$ cat config.mk
export PLATFORM = sky130hd
export DESIGN_NAME = magia_eoc_collector_flat
export DESIGN_NICKNAME = d
export VERILOG_FILES = /design/src/rtl/magia_eoc_collector_if.sv /design/src/rtl/magia_eoc_collector.sv /design/src/flat_wrapper.sv
export SDC_FILE = /design/constraint.sdc
export NUM_CORES = 1
export LEC_CHECK = 0
export BUFFER_PORTS_ARGS = -buffer_cell sky130_fd_sc_hd__buf_2
export CORE_MARGIN = 2
export CORE_UTILIZATION = 35
export DETAILED_ROUTE_END_ITERATION = 12
export GPL_TIMING_DRIVEN = 0
export PLACE_DENSITY_LB_ADDON = 0.3
export REMOVE_ABC_BUFFERS = 1
export SLEW_MARGIN = 20
export SYNTH_ARGS = -nofsm -noshare
export SYNTH_HDL_FRONTEND = slang
export SYNTH_SLANG_ARGS = --single-unit
$ cat constraint.sdc
create_clock -name clk_i -period 4.3 [get_ports clk_i]
set_input_delay 0.86 -clock clk_i [delete_from_list [all_inputs] [get_ports clk_i]]
set_output_delay 0.86 -clock clk_i [all_outputs]
set_load 0.01 [all_outputs]
$ cat src/rtl/magia_eoc_collector_if.sv
// Bundle of run-control, tile-event and status signals between the tile array/host and
// the EOC collector. The master side drives controls and tile events; the slave is the collector.
interface magia_eoc_collector_if #(
  parameter int unsigned N_TILES   = 4,
  parameter int unsigned EXIT_W    = 16,
  parameter int unsigned TIMEOUT_W = 32
);
  logic                        start_i;
  logic                        clear_i;
  logic [TIMEOUT_W-1:0]        timeout_cycles_i;
  logic [N_TILES-1:0]          tile_eoc_i;
  logic [N_TILES*EXIT_W-1:0]   tile_exit_code_i;
  logic                        busy_o;
  logic                        eoc_o;
  logic                        timeout_o;
  logic [N_TILES-1:0]          done_mask_o;
  logic [N_TILES*EXIT_W-1:0]   exit_code_o;
  logic                        fail_o;
  logic                        dup_err_o;

  modport master (
    output start_i, clear_i, timeout_cycles_i, tile_eoc_i, tile_exit_code_i,
    input  busy_o, eoc_o, timeout_o, done_mask_o, exit_code_o, fail_o, dup_err_o
  );

  modport slave (
    input  start_i, clear_i, timeout_cycles_i, tile_eoc_i, tile_exit_code_i,
    output busy_o, eoc_o, timeout_o, done_mask_o, exit_code_o, fail_o, dup_err_o
  );
endinterface

$ cat src/rtl/magia_eoc_collector.sv
// Collects per-tile EOC edges and exit codes into one aggregated done/fail status,
// with a run watchdog that ends the run in TIMEOUT if not all tiles report in time.
module magia_eoc_collector #(
  parameter int unsigned N_TILES   = 4,
  parameter int unsigned EXIT_W    = 16,
  parameter int unsigned TIMEOUT_W = 32
) (
  input  logic                  clk_i,
  input  logic                  rst_i,
  magia_eoc_collector_if.slave  bus
);

  localparam logic [1:0] StIdle    = 2'd0;
  localparam logic [1:0] StRun     = 2'd1;
  localparam logic [1:0] StDone    = 2'd2;
  localparam logic [1:0] StTimeout = 2'd3;

  logic [1:0]                state_q, state_d;
  logic [N_TILES-1:0]        eoc_q, eoc_d;
  logic [N_TILES-1:0]        done_mask_q, done_mask_d;
  logic [N_TILES*EXIT_W-1:0] exit_code_q, exit_code_d;
  logic                      dup_err_q, dup_err_d;
  logic [TIMEOUT_W-1:0]      cnt_q, cnt_d;
  logic [TIMEOUT_W-1:0]      limit_q, limit_d;

  logic [N_TILES-1:0]        eoc_edge;
  logic [N_TILES-1:0]        done_next;
  logic                      is_eoc;

  always_comb begin
    state_d     = state_q;
    done_mask_d = done_mask_q;
    exit_code_d = exit_code_q;
    dup_err_d   = dup_err_q;
    cnt_d       = cnt_q;
    limit_d     = limit_q;
    // Edge history tracks the inputs in every state so a level held across start is not an event.
    eoc_d       = bus.tile_eoc_i;
    eoc_edge    = bus.tile_eoc_i & ~eoc_q;
    done_next   = done_mask_q | eoc_edge;

    if (bus.clear_i) begin
      state_d     = StIdle;
      done_mask_d = '0;
      exit_code_d = '0;
      dup_err_d   = 1'b0;
      cnt_d       = '0;
      limit_d     = '0;
    end else begin
      unique case (state_q)
        StIdle: begin
          if (bus.start_i) begin
            state_d     = StRun;
            cnt_d       = '0;
            limit_d     = bus.timeout_cycles_i;
            done_mask_d = '0;
            exit_code_d = '0;
            dup_err_d   = 1'b0;
          end
        end
        StRun: begin
          done_mask_d = done_next;
          for (int unsigned t = 0; t < N_TILES; t++) begin
            if (eoc_edge[t] && !done_mask_q[t]) begin
              exit_code_d[t*EXIT_W +: EXIT_W] = bus.tile_exit_code_i[t*EXIT_W +: EXIT_W];
            end
          end
          if (|(eoc_edge & done_mask_q)) dup_err_d = 1'b1;
          if (cnt_q != '1) cnt_d = cnt_q + TIMEOUT_W'(1);
          // Completion is checked first so a last capture on the expiry cycle still yields DONE.
          if (&done_next) begin
            state_d = StDone;
          end else if ((limit_q != '0) && (cnt_q == limit_q - TIMEOUT_W'(1))) begin
            state_d = StTimeout;
          end
        end
        default: ;
      endcase
    end
  end

  always_ff @(posedge clk_i or posedge rst_i) begin
    if (rst_i) begin
      state_q     <= StIdle;
      eoc_q       <= '0;
      done_mask_q <= '0;
      exit_code_q <= '0;
      dup_err_q   <= 1'b0;
      cnt_q       <= '0;
      limit_q     <= '0;
    end else begin
      state_q     <= state_d;
      eoc_q       <= eoc_d;
      done_mask_q <= done_mask_d;
      exit_code_q <= exit_code_d;
      dup_err_q   <= dup_err_d;
      cnt_q       <= cnt_d;
      limit_q     <= limit_d;
    end
  end

  assign is_eoc          = (state_q == StDone) || (state_q == StTimeout);
  assign bus.busy_o      = (state_q == StRun);
  assign bus.eoc_o       = is_eoc;
  assign bus.timeout_o   = (state_q == StTimeout);
  assign bus.done_mask_o = done_mask_q;
  assign bus.exit_code_o = exit_code_q;
  assign bus.dup_err_o   = dup_err_q;
  assign bus.fail_o      = is_eoc && ((state_q == StTimeout) || (|exit_code_q) || dup_err_q);

endmodule

$ cat src/flat_wrapper.sv
// flat-port wrapper written by rule: the top's interface ports become plain ports
module magia_eoc_collector_flat 
#(
  parameter int unsigned N_TILES   = 4,
  parameter int unsigned EXIT_W    = 16,
  parameter int unsigned TIMEOUT_W = 32
)
  (clk_i, rst_i, bus_start_i, bus_clear_i, bus_timeout_cycles_i, bus_tile_eoc_i, bus_tile_exit_code_i, bus_busy_o, bus_eoc_o, bus_timeout_o, bus_done_mask_o, bus_exit_code_o, bus_fail_o, bus_dup_err_o);
  magia_eoc_collector_if #(.N_TILES(N_TILES), .EXIT_W(EXIT_W), .TIMEOUT_W(TIMEOUT_W)) bus_i ();
  input  logic clk_i;
  input  logic rst_i;
  input wire logic [$bits(bus_i.start_i)-1:0] bus_start_i;
  input wire logic [$bits(bus_i.clear_i)-1:0] bus_clear_i;
  input wire logic [$bits(bus_i.timeout_cycles_i)-1:0] bus_timeout_cycles_i;
  input wire logic [$bits(bus_i.tile_eoc_i)-1:0] bus_tile_eoc_i;
  input wire logic [$bits(bus_i.tile_exit_code_i)-1:0] bus_tile_exit_code_i;
  output wire logic [$bits(bus_i.busy_o)-1:0] bus_busy_o;
  output wire logic [$bits(bus_i.eoc_o)-1:0] bus_eoc_o;
  output wire logic [$bits(bus_i.timeout_o)-1:0] bus_timeout_o;
  output wire logic [$bits(bus_i.done_mask_o)-1:0] bus_done_mask_o;
  output wire logic [$bits(bus_i.exit_code_o)-1:0] bus_exit_code_o;
  output wire logic [$bits(bus_i.fail_o)-1:0] bus_fail_o;
  output wire logic [$bits(bus_i.dup_err_o)-1:0] bus_dup_err_o;
  assign bus_i.start_i = bus_start_i;
  assign bus_i.clear_i = bus_clear_i;
  assign bus_i.timeout_cycles_i = bus_timeout_cycles_i;
  assign bus_i.tile_eoc_i = bus_tile_eoc_i;
  assign bus_i.tile_exit_code_i = bus_tile_exit_code_i;
  assign bus_busy_o = bus_i.busy_o;
  assign bus_eoc_o = bus_i.eoc_o;
  assign bus_timeout_o = bus_i.timeout_o;
  assign bus_done_mask_o = bus_i.done_mask_o;
  assign bus_exit_code_o = bus_i.exit_code_o;
  assign bus_fail_o = bus_i.fail_o;
  assign bus_dup_err_o = bus_i.dup_err_o;
  magia_eoc_collector #(.N_TILES(N_TILES), .EXIT_W(EXIT_W), .TIMEOUT_W(TIMEOUT_W)) u_core (.clk_i(clk_i), .rst_i(rst_i), .bus(bus_i));
endmodule
# After elaboration in Yosys (flattened, before gate mapping)
# Cells that the tools add are included.
[classes] add_sub_neg=2 eq_ne=13 mux=26 n_reduce_logical=30 bitwise_logic=4
[op_table] op="32-bit 2-to-1 mux" n=6
[op_table] op="64-bit 2-to-1 mux" n=2
[op_table] op="64-bit case mux with 2 select lines" n=1
[op_table] op="16-bit 2-to-1 mux" n=4
[op_table] op="32-bit case mux with 2 select lines" n=1
[op_table] op="64-bit OR reduction" n=1
[op_table] op="32-bit by 1-bit adder with 32-bit output, second input constant" n=1
[op_table] op="32-bit equality test" n=1
[op_table] op="32-bit inequality test, second input constant" n=1
[op_table] op="32-bit nonzero test" n=1
[op_table] op="32-bit by 1-bit subtractor with 32-bit output, second input constant" n=1
[op_table] op="3-bit AND reduction" n=7
[op_table] op="3-bit by 2-bit inequality test with 1-bit output, second input constant" n=6
[op_table] op="4-bit bitwise AND" n=2
[op_table] op="2-bit 2-to-1 mux" n=4
[op_table] op="4-bit 2-to-1 mux" n=2
[op_table] op="4-bit case mux with 2 select lines" n=1
[op_table] op="1-bit logical AND" n=6
[op_table] op="2-bit equality test, second input constant" n=2
[op_table] op="1-bit logical NOT" n=4
[op_table] op="4-bit by 2-bit inequality test with 1-bit output, second input constant" n=1
[op_table] op="4-bit NOT" n=1
[op_table] op="4-bit bitwise OR" n=1
[op_table] op="2-bit case mux with 2 select lines" n=1
[op_table] op="11 further kinds" n=17
[totals] inputBits=104 wordCells=85 register_bits=139

# Depth between registers and ports, before layout
# Gate-level depths: netlist of run 1.
[logic_depth] word_depth=7 ltp_mapped=11

# Least setup slack after synthesis of run 1
# Ideal clock, no wire load.
[synth_path] kind="reg-to-reg" start="reg u_core.limit_q[0]" end="reg u_core.state_q[1]" setup_slack_ns=1.607 period_less_slack_ns=2.693 arrival_time_ns=2.601 stages_incl_launch_ff=11 t_required_ns=4.208 path_cell_list="dfrtp_1 > inv_1 > ha_1 > clkbuf_2 > or4b_2 > clkbuf_1 > or3_2 > nor2_1 > nand3_1 > a31o_2 > o31ai_2"
[synth_between] elab_chain_len=5
[synth_lines] element="start: declaration" line_no="magia_eoc_collector.sv:24" rtl="logic [TIMEOUT_W-1:0] limit_q, limit_d;"
[synth_lines] element="start signal: assignment" line_no="magia_eoc_collector.sv:98" rtl="limit_q <= limit_d;"
[synth_lines] element="32-bit by 1-bit subtractor with 32-bit output" line_no="magia_eoc_collector.sv:73" rtl="end else if ((limit_q != '0) && (cnt_q == limit_q - TIMEOUT_W'(1))) begin"
[synth_lines] element="32-bit equality test" line_no="magia_eoc_collector.sv:73"
[synth_lines] element="1-bit logical AND (*)" line_no="magia_eoc_collector.sv:73"
[synth_lines] element="4-bit by 2-bit inequality test with 1-bit output (no source line) (*)"
[synth_lines] element="3-bit AND reduction (no source line) (*)"
[synth_lines] element="end signal: assignment" line_no="magia_eoc_collector.sv:84" rtl="state_q <= StIdle;"
[synth_lines] element="end signal: assignment" line_no="magia_eoc_collector.sv:92" rtl="state_q <= state_d;"
[synth_lines] element="end: declaration" line_no="magia_eoc_collector.sv:18" rtl="logic [1:0] state_q, state_d;"
# Every way passes the cells marked *; elsewhere a longest branch is shown, timed or not.
# A chain may end at the register's enable or synchronous reset.

# Worst setup path in the final report of run 1
[layout_path] start="reg u_core.exit_code_q[0] (netlist: u_core.bus.exit_code_o[0])" end="out bus_fail_o"
[layout_between] elab_chain_len=4
[layout_lines] element="start: declaration" line_no="magia_eoc_collector.sv:21" rtl="logic [N_TILES*EXIT_W-1:0] exit_code_q, exit_code_d;"
[layout_lines] element="start signal: assignment" line_no="magia_eoc_collector.sv:95" rtl="exit_code_q <= exit_code_d;"
[layout_lines] element="64-bit OR reduction" line_no="magia_eoc_collector.sv:109" rtl="assign bus.fail_o = is_eoc && ((state_q == StTimeout) || (|exit_code_q) || dup_err_q);"
[layout_lines] element="1-bit logical OR (2 in series)" line_no="magia_eoc_collector.sv:109"
[layout_lines] element="1-bit logical AND" line_no="magia_eoc_collector.sv:109"
[layout_lines] element="end: declaration" line_no="flat_wrapper.sv:22" rtl="output wire logic [$bits(bus_i.fail_o)-1:0] bus_fail_o;"
# Every way passes these cells.

==> results of run 1 <==
[sequential cells by signal, indices dropped and copies added (netlist names)]
register                count
u_core.bus.exit_code_o     64
u_core.limit_q             32
u_core.bus.dup_err_o        1
u_core.cnt_q               32
u_core.state_q              2
u_core.eoc_q                4
u_core.bus.done_mask_o      4
[cell usage in the layout (no fill, tap or decap), drive strengths merged, types with 11 or more instances in the layout]
master	netlist	layout
xnor2	42	42
buf	6	184
nor4	31	31
nand4	15	15
nor3	36	36
inv	16	26
dfrtp	139	139
nand2	30	30
o21ai	14	14
or3	11	11
nor2	63	63
xor2	17	17
a22o	93	93
clkbuf	32	18
a21oi	25	25
nand3	24	24
[power breakdown]
group / internal (mW) / total, mW / switching (mW) / leakage (nW)
Sequential: 1.35 / 1.41 / 0.0594 / 1.90
Combinational: 0.199 / 0.461 / 0.263 / 1.95
Clock: 0.836 / 1.48 / 0.643 / 0.285
Total: 2.39 / 3.35 / 0.965 / 4.13
[cell type report]
type / count / share of cell area
antenna: 3 / 0.000857
clock buffer: 18 / 0.0501
clock inverter: 14 / 0.0170
inverter: 16 / 0.00771
multi-input combinational: 482 / 0.374
sequential: 139 / 0.397
tap: 265 / 0.0378
timing repair buffer: 184 / 0.115
[per-layer routing]
| metal | vias to the layer above | wire length [µm] | track usage |
|---|---|---|---|
| met5 | - | 0 | 0 |
| li1 | 2867 | - | - |
| met4 | 0 | 489 | 0.0858 |
| met1 | 2942 | 9120 | 0.266 |
| met3 | 35 | 769 | 0.0374 |
| met2 | 135 | 9720 | 0.299 |
[critical path, cell delays in order (launching register included)]
cell and delay, ns:
dfrtp_1 0.39, nor4_1 0.50, nand4_1 0.21, nor4_1 0.40, a41oi_1 0.15, buf_2 0.19
[worst max path at each step]
stage	start	end	slack [ns]	depth (start not counted)
floorplan	rst_i	u_core.bus.done_mask_o[0]	-0.28	1
global placement	rst_i	u_core.bus.exit_code_o[2]	-2.06	2
detailed placement	u_core.limit_q[0]	u_core.state_q[1]	1.17	9
CTS	u_core.limit_q[0]	u_core.state_q[1]	1.16	9
global route	u_core.limit_q[0]	u_core.state_q[1]	0.96	9
finish	u_core.bus.exit_code_o[0]	bus_fail_o	1.16	5
[cells by family after synthesis]
kind of cell,after synthesis,share of synthesized area
muxes,3,0.00452
adders and majority gates,2,0.00362
xor gates and xnor gates,59,0.0747
buffers and inverters,54,0.0316
DFF,139,0.503
AOI/OAI and AO/OA,166,0.185
and+or+nand+nor,252,0.198
[stage by stage]
stage,utilization,worst slack (ns)
floorplan,-,-0.285
finish,0.450,1.16
CTS,0.450,1.16
detailed placement,0.420,1.17
global route,0.450,0.958
global placement,0.410,-2.06
==> metrics.md, run 1 <==
| Metric | Value |
|---|---|
| Number of remaining DRC errors | 0 |
| #FFs+latches synth | 139 |
| CTS root buffer | clkbuf_16 |
| Placer Congestion | 0.813 |
| Achievable Freq | 319 MHz |
| Area leader, netlist | dfrtp_1 |
| Area delta synth->final | 26.6% |
| Actual slew at the worst max-slew pin | 0.915 ns |
| Critical Path Start Type | flip-flop |
| Reg2reg start | u_core.limit_q[0] |
| Mapped Cells | 675 |
| Final hold slack | 0.477 ns |
| Total Power | 3.35 mW |
| Grt total ovfl | 0 |
| RSZ-0062 raised after global routing | false |
| Insertion delay to the later sink of the worst-skew pair | 0.44 ns |
| Placed Cells | 1086 |
| Layout cells sized above 1 | 0.286 |
| Setup TNS | 0 ns |
| Critical Path End Type | output port |
| Vias in the first global route | 5856 |
| # setup viols final | 0 |
| Slew Limit Fails | 0 |
| Initial Utilization | 0.356 |
| Kind of critical path | reg -> out |
| Final Instance Count excl. Fillers | 1121 |
| R2R Setup Slk | 1.19 ns |
| Clock Path Buffers | 2 |
| Dpl hpwl | 14700 µm |
| PwrDens | 382 nW/µm² |
| Crit path max fanout | 3 |
| WP data required | 3.44 ns |
| Post-route antenna net violation count | 0 |
| Tcrit/Tclk final | 0.730 |
| Arr. time, crit path | 2.28 ns |
| Async SR Flop Fraction | 1.00 |
| Syn_area_per_cell | 10.3 µm² |
| Total wire length | 20100 µm |
| Top cells by area, synth | dfrtp_1 (50%), a22o_1 (12%), xnor2_1 (5.3%) |
| Clock skew | 0.0119 ns |
| Max VDD drop | 0.000244 V |
| HP Class | in -> async |
| CTS Buf Count | 17 |
| Hold Buf Count CTS | 0 |
| Most common cell in the netlist | dfrtp_1 |
| Clock sinks | 139 |
| Fill cells | 1878 |
| Iteration-0 DRC Markers | 403 |
| Die Span Y | 145 µm |
| Ports | 177 |
| Max-Cap Viols | 0 |
| YS warnings | 0 |
| FF/Latch Area | 3480 µm² |
| Row cnt | 51 |
| Area of the multi-input gates | 3280 µm² |
| Largest net degree at the start of global routing | 72 |
| Via count | 5979 |
| Final min period | 3.14 ns |
| Die area | 20900 µm² |
| Status | complete, no violations |
| Global-route wire length before repair | 31300 µm |
| Die extent in x | 145 µm |
| 1st-pass router iterations | 5 |
| EDFF count, synth | 0 |
| Post-synthesis sequential area ratio | 0.503 |
| Core area | 19500 µm² |
| Unique masters post-synth | 59 |
| Reg-to-reg endpoint | u_core.state_q[1] |
| Lkg Pwr | 4.13 nW |
| Synth cell count leaders | dfrtp_1 (139), a22o_1 (92), nor2_1 (63) |
| H-tree Lvls | 4 |
| Max_slew headroom | 0.384 |
| PortBufs | 176 |
| Setup Fix Bufs, Post-CTS | 0 |
| Placed cell area | 8170 µm² |
| CTS tree | yes |
| Gr usage total | 0.194 |
| Post-synth top flop | dfrtp_1 |
| Routed vias/inst | 5.33 |
| Routed len/inst | 17.9 µm |
| Final hold violation count | 0 |
| Initial antenna violation count | 2 |
| Mapped Area | 6920 µm² |
| R2R depth | 9 |
| Nets@finish | 946 |
| Post-route cell area | 8760 µm² |
| Top cell type's share of synthesized area | 0.503 |
| Post-CTS sizing | 0 |
| Clock slew at reported path FFs | 0.07 ns |
Power figures use the tool's default switching activity.
==> run 2, diff against run 1 <==
- clock period: 4.3 -> 2.68 ns (I/O delays scaled with it)
==> metrics.md, run 2 (synthesis results as in run 1) <==
| Metric | Value |
|---|---|
| RSZ-0062 raised after global routing | true |
| Status | complete, but fails checks |
| Critical Path End Type | flip-flop |
| Max VDD drop | 0.000399 V |
| Setup TNS | -0.0128 ns |
| Row cnt | 51 |
| Final hold violation count | 0 |
| Grt total ovfl | 0 |
| Number of stages on the worst setup path | 9 |
| Clock slew at reported path FFs | 0.06 ns |
| CP startpoint | u_core.limit_q[15] |
| Setup slack after layout | -0.0128 ns |
| Crit path to | u_core.state_q[1] |
| Critical Path Start Type | flip-flop |
| Nets@finish | 960 |
| Dpl hpwl | 14700 µm |
| Routed len/inst | 18.2 µm |
| CTS tree | yes |
| Ports | 177 |
| Arr. time, crit path | 3.03 ns |
| Via count | 6114 |
| H-tree Lvls | 4 |
| Post-route cell area | 9070 µm² |
| Clock skew | 0.0143 ns |
| Die area | 20900 µm² |
| Crit path max-delay cell type | or4_4 |
| Total wire length | 20600 µm |
| CP top delay family | simple AND/OR/NAND/NOR gates |
| Initial antenna violation count | 1 |
| Slew Limit Fails | 0 |
| Reg2reg start | u_core.limit_q[15] |
| Placed Cells | 1086 |
| Final hold slack | 0.141 ns |
| Die Span Y | 145 µm |
| Actual slew at the worst max-slew pin | 0.861 ns |
| Lkg Pwr | 4.27 nW |
| Post-route antenna net violation count | 0 |
| Final min period | 2.69 ns |
| Insertion delay to the later sink of the worst-skew pair | 0.44 ns |
| Hold Buf Count CTS | 0 |
| Placed cell area | 8170 µm² |
| Initial Utilization | 0.356 |
| Max-Cap Viols | 0 |
| Achievable Freq | 371 MHz |
| Clock sinks | 139 |
| Max_slew headroom | 0.426 |
| R2R Setup Slk | -0.01 ns |
| HP Class | in -> async |
| Kind of critical path | reg -> reg |
| Total Power | 5.48 mW |
| WL met1 | 9420 µm |
| Core area | 19500 µm² |
| R2R depth | 9 |
| Die extent in x | 145 µm |
| Clock Path Buffers | 2 |
| Tcrit/Tclk final | 1.00 |
| Violated checks | setup timing |
| WP data required | 3.02 ns |
| Iteration-0 DRC Markers | 361 |
| # setup viols final | 1 |
| PortBufs | 176 |
| Crit path max fanout | 4 |
| Gr usage total | 0.197 |
| Max reg flops | 64 |
| Placer Congestion | 0.813 |
| Routed vias/inst | 5.39 |
| Commonest non-fill, non-tap cells in the layout | buf_2 (176), dfrtp_1 (136), a22o_1 (92) |
| CTS Buf Count | 17 |
| Global-route wire length before repair | 31700 µm |
| Number of remaining DRC errors | 0 |
| CTS root buffer | clkbuf_16 |
| WP buf/inv | 2 |
| Vias in the first global route | 5941 |
| Reg-to-reg endpoint | u_core.state_q[1] |
| Largest net degree at the start of global routing | 72 |
| Met2 WL | 9970 µm |
| Final Instance Count excl. Fillers | 1134 |
| Layout cells sized above 1 | 0.328 |
| 1st-pass router iterations | 5 |
| Uppermost layer routed | met4 |
| Area delta synth->final | 31.0% |
| Crit path cell chain | or4_4 -> nand4b_4 -> buf_6 -> buf_4 -> nor4_4 -> xnor2_1 -> nor4_1 -> o2111ai_1 -> o31ai_4 |
| WL met3 | 793 µm |
| Commonest non-fill, non-tap cell in the layout | buf_2 |
| PwrDens | 605 nW/µm² |
| Max incr delay on CP | 0.55 ns |
-- run 2: cell count changes in the layout (fill, tap and decap cells not counted), moves of 3 or more --
cell | previous run | this run
nor3_1 | 32 | 29
nor4_2 | 0 | 4
buf_4 | 3 | 16
nor4_4 | 2 | 7
nor4_1 | 29 | 20
dfrtp_1 | 139 | 136
dfrtp_2 | 0 | 3
-- run 2: worst min path at each step --
stage / from / end / slack (ns) / depth (start not counted)
finish: rst_i / u_core.bus.exit_code_o[23] / 0.14 / 2
global placement: u_core.bus.exit_code_o[17] / u_core.bus.exit_code_o[17] / 0.51 / 1
floorplan: u_core.limit_q[27] / u_core.limit_q[27] / 0.51 / 1
detailed placement: u_core.bus.exit_code_o[36] / u_core.bus.exit_code_o[36] / 0.51 / 1
CTS: rst_i / u_core.bus.exit_code_o[23] / 0.17 / 2
global route: rst_i / u_core.bus.exit_code_o[17] / 0.19 / 2
-- run 2: report_power, final --
part / switching (mW) / internal [mW]
clock network: 1.04 / 1.34
logic: 0.456 / 0.376
registers: 0.101 / 2.17
-- run 2: metrics by stage --
stage / util / setup WS, ns
2_1_floorplan: - / -1.58
3_3_place_gp: 0.410 / -3.36
3_5_place_dp: 0.420 / -0.447
4_1_cts: 0.459 / -0.0406
5_1_grt: 0.466 / -0.0937
6_report: 0.466 / -0.0128
-- run 2: layer usage --
| metal | global-route usage | vias up |
|---|---|---|
| li1 | - | 2890 |
| met1 | 0.269 | 3022 |
| met2 | 0.307 | 166 |
| met3 | 0.0387 | 36 |
| met4 | 0.0782 | 0 |
| met5 | 0 | - |
-- run 2: final cells by class --
type                            count  area [µm²]
Inverter                           16        67.6
Tap cell                          265         332
Multi-Input combinational cell    482        3470
Timing Repair Buffer              198        1120
Clock buffer                       18         439
Fill cell                        1848       10400
Antenna cell                        2        5.00
Clock inverter                     14         149
Sequential cell                   139        3480
-- run 2: timing repair --
item / 4_1_cts / 5_1_grt
resized for setup: 25 / 15
pin swaps: 7 / 5
setup endpoints to repair: 16 / 18
setup buffers: 8 / 6
==> run 3, diff against run 2 <==
- CORE_UTILIZATION: 35 -> 40
- PLACE_DENSITY: unset -> 0.65
- PLACE_DENSITY_LB_ADDON: 0.3 -> unset
==> metrics.md, run 3 (synthesis results as in run 1) <==
| Metric | Value |
|---|---|
| Post-route antenna net violation count | 0 |
| CP startpoint | u_core.limit_q[1] |
| Final hold violation count | 0 |
| Final min period | 2.74 ns |
| Largest net degree at the start of global routing | 73 |
| Initial Utilization | 0.404 |
| Max_slew headroom | 0.480 |
| Dpl hpwl | 14400 µm |
| HP Class | in -> async |
| Critical Path Start Type | flip-flop |
| Actual slew at the worst max-slew pin | 0.780 ns |
| Post-Place Setup Slack | -0.373 ns |
| Row cnt | 48 |
| Clock skew | 0.00967 ns |
| Total wire length | 19900 µm |
| Critical Path End Type | flip-flop |
| Ports | 177 |
| Net Sw Frac | 0.280 |
| Routed vias/inst | 5.59 |
| WP data required | 3.01 ns |
| Commonest non-fill, non-tap cell in the layout | buf_2 |
| Core area | 17100 µm² |
| Max-Cap Viols | 0 |
| Sequential Power Share | 0.417 |
| Violated checks | setup timing |
| 1st-pass router iterations | 4 |
| Die Span Y | 136 µm |
| CTS Buf Count | 17 |
| Layout cells sized above 1 | 0.329 |
| PortBufs | 176 |
| CP top delay family | simple AND/OR/NAND/NOR gates |
| Kind of critical path | reg -> reg |
| Initial antenna violation count | 0 |
| Switch Pwr | 1.53 mW |
| CTS tree | yes |
| Area delta synth->final | 30.5% |
| Tcrit/Tclk final | 1.02 |
| Clock Power Share | 0.431 |
| Combinational power share | 0.152 |
| Lkg Pwr | 4.25 nW |
| WP buf/inv | 1 |
| Routed len/inst | 18.3 µm |
| R2R Setup Slk | -0.06 ns |
| Crit path max-delay cell type | or4_1 |
| Clock Path Buffers | 2 |
| Achievable Freq | 366 MHz |
| Clock slew at reported path FFs | 0.06 ns |
| Crit path max fanout | 4 |
| Die area | 18400 µm² |
| Via count | 6080 |
| CTS root buffer | clkbuf_16 |
| Fill cells | 1551 |
| Number of remaining DRC errors | 0 |
| Reg2reg start | u_core.limit_q[1] |
| RSZ-0062 raised after global routing | true |
| Global-route wire length before repair | 30700 µm |
| Arr. time, crit path | 3.07 ns |
| Max reg flops | 64 |
| Total Power | 5.46 mW |
| Max VDD drop | 0.000476 V |
| Die extent in x | 136 µm |
| # setup viols final | 1 |
| Clock sinks | 139 |
| R2R depth | 8 |
| Insertion delay to the later sink of the worst-skew pair | 0.43 ns |
| PwrDens | 604 nW/µm² |
| Int Pwr | 3.93 mW |
| Crit path cell chain | inv_1 -> ha_2 -> xnor2_1 -> or4_1 -> a2111oi_2 -> nand4_1 -> or4b_4 -> o31ai_4 |
| Status | complete, but fails checks |
| H-tree Lvls | 4 |
| Ant. Diodes | 0 |
| Hold Buf Count CTS | 0 |
| Vias in the first global route | 5728 |
| Nets@finish | 956 |
| Reg-to-reg endpoint | u_core.state_q[1] |
| Slew Limit Fails | 0 |
| Grt total ovfl | 0 |
| Setup slack after layout | -0.0554 ns |
| Commonest non-fill, non-tap cells in the layout | buf_2 (175), dfrtp_1 (134), a22o_1 (92) |
| Iteration-0 DRC Markers | 381 |
| Placer Congestion | 0.864 |
| Gr usage total | 0.214 |
| Max incr delay on CP | 0.54 ns |
run 3: cell types whose count changed in the layout (fill, tap and decap cells not counted), moves of 3 or more:
cell,delta
nor4_1,-6
nor4_2,+6
nor3_2,-4
buf_4,-3
nor3_4,+3
run 3: metrics by stage:
step / cell area [µm²] / cells / hold WS [ns] / util / TNS (ns)
6_report: 9030 / 1087 / 0.125 / 0.528 / -0.0554
5_1_grt: 9030 / 1087 / 0.203 / 0.528 / -0.137
4_1_cts: 8810 / 1080 / 0.174 / 0.515 / -0.121
3_5_place_dp: 8140 / 1047 / 0.514 / 0.475 / -1.66
3_3_place_gp: 7920 / 1038 / 0.514 / 0.463 / -655.05
2_1_floorplan: 6760 / 637 / 0.509 / - / -259.23
run 3: timing repair:
| action | CTS | global route |
|---|---|---|
| resized for setup | 18 | 28 |
| buffers inserted | 2 | 7 |
| endpoints found under the setup margin | 18 | 41 |
| pin swaps | 1 | 10 |
run 3: routing by layer:
layer	global-route usage	vias to the layer above	wire length, µm
met5	0	-	0
met4	0.0706	0	336
met3	0.0363	23	815
met2	0.335	154	9560
met1	0.303	3024	9230
li1	-	2879	-
run 3: worst max-delay path by stage:
stage,slack [ns],cells past startpoint,endpoint
after global placement,-3.27,2,u_core.bus.exit_code_o[2]
final,-0.06,8,u_core.state_q[1]
after detailed placement,-0.37,9,u_core.state_q[1]
after CTS,-0.12,8,u_core.state_q[1]
after global routing,-0.11,8,u_core.state_q[1]
after floorplan,-1.58,1,u_core.bus.done_mask_o[0]
run 3: cell type report:
class / count / area [µm²] / share of cell area
flip-flops and latches: 139 / 3480 / 0.386
clock buffers: 17 / 425 / 0.0471
multi-input cells: 482 / 3510 / 0.389
clock inverters: 14 / 161 / 0.0179
repair buffers: 194 / 1100 / 0.122
inverters: 16 / 67.6 / 0.00748
well taps: 225 / 282 / 0.0312
run 3: power groups by stage:
stage	Combinational, mW	Sequential, mW	Clock [mW]
after floorplan	0.436	2.29	0
after global placement	0.700	2.30	0
after detailed placement	0.744	2.30	0
after CTS	0.769	2.27	2.39
after global routing	0.906	2.28	2.48
final	0.828	2.28	2.35
run 3: worst reg2reg max path, delay by kind of cell (launching register included):
| family | cells | cell delay (ns) |
|---|---|---|
| XOR/XNOR | 1 | 0.12 |
| AND/OR/NAND/NOR | 3 | 1.21 |
| flip-flops | 1 | 0.44 |
| adder cells (fa/ha/maj) | 1 | 0.29 |
| AO/OA/AOI/OAI | 2 | 0.48 |
| buffers and inverters | 1 | 0.10 |
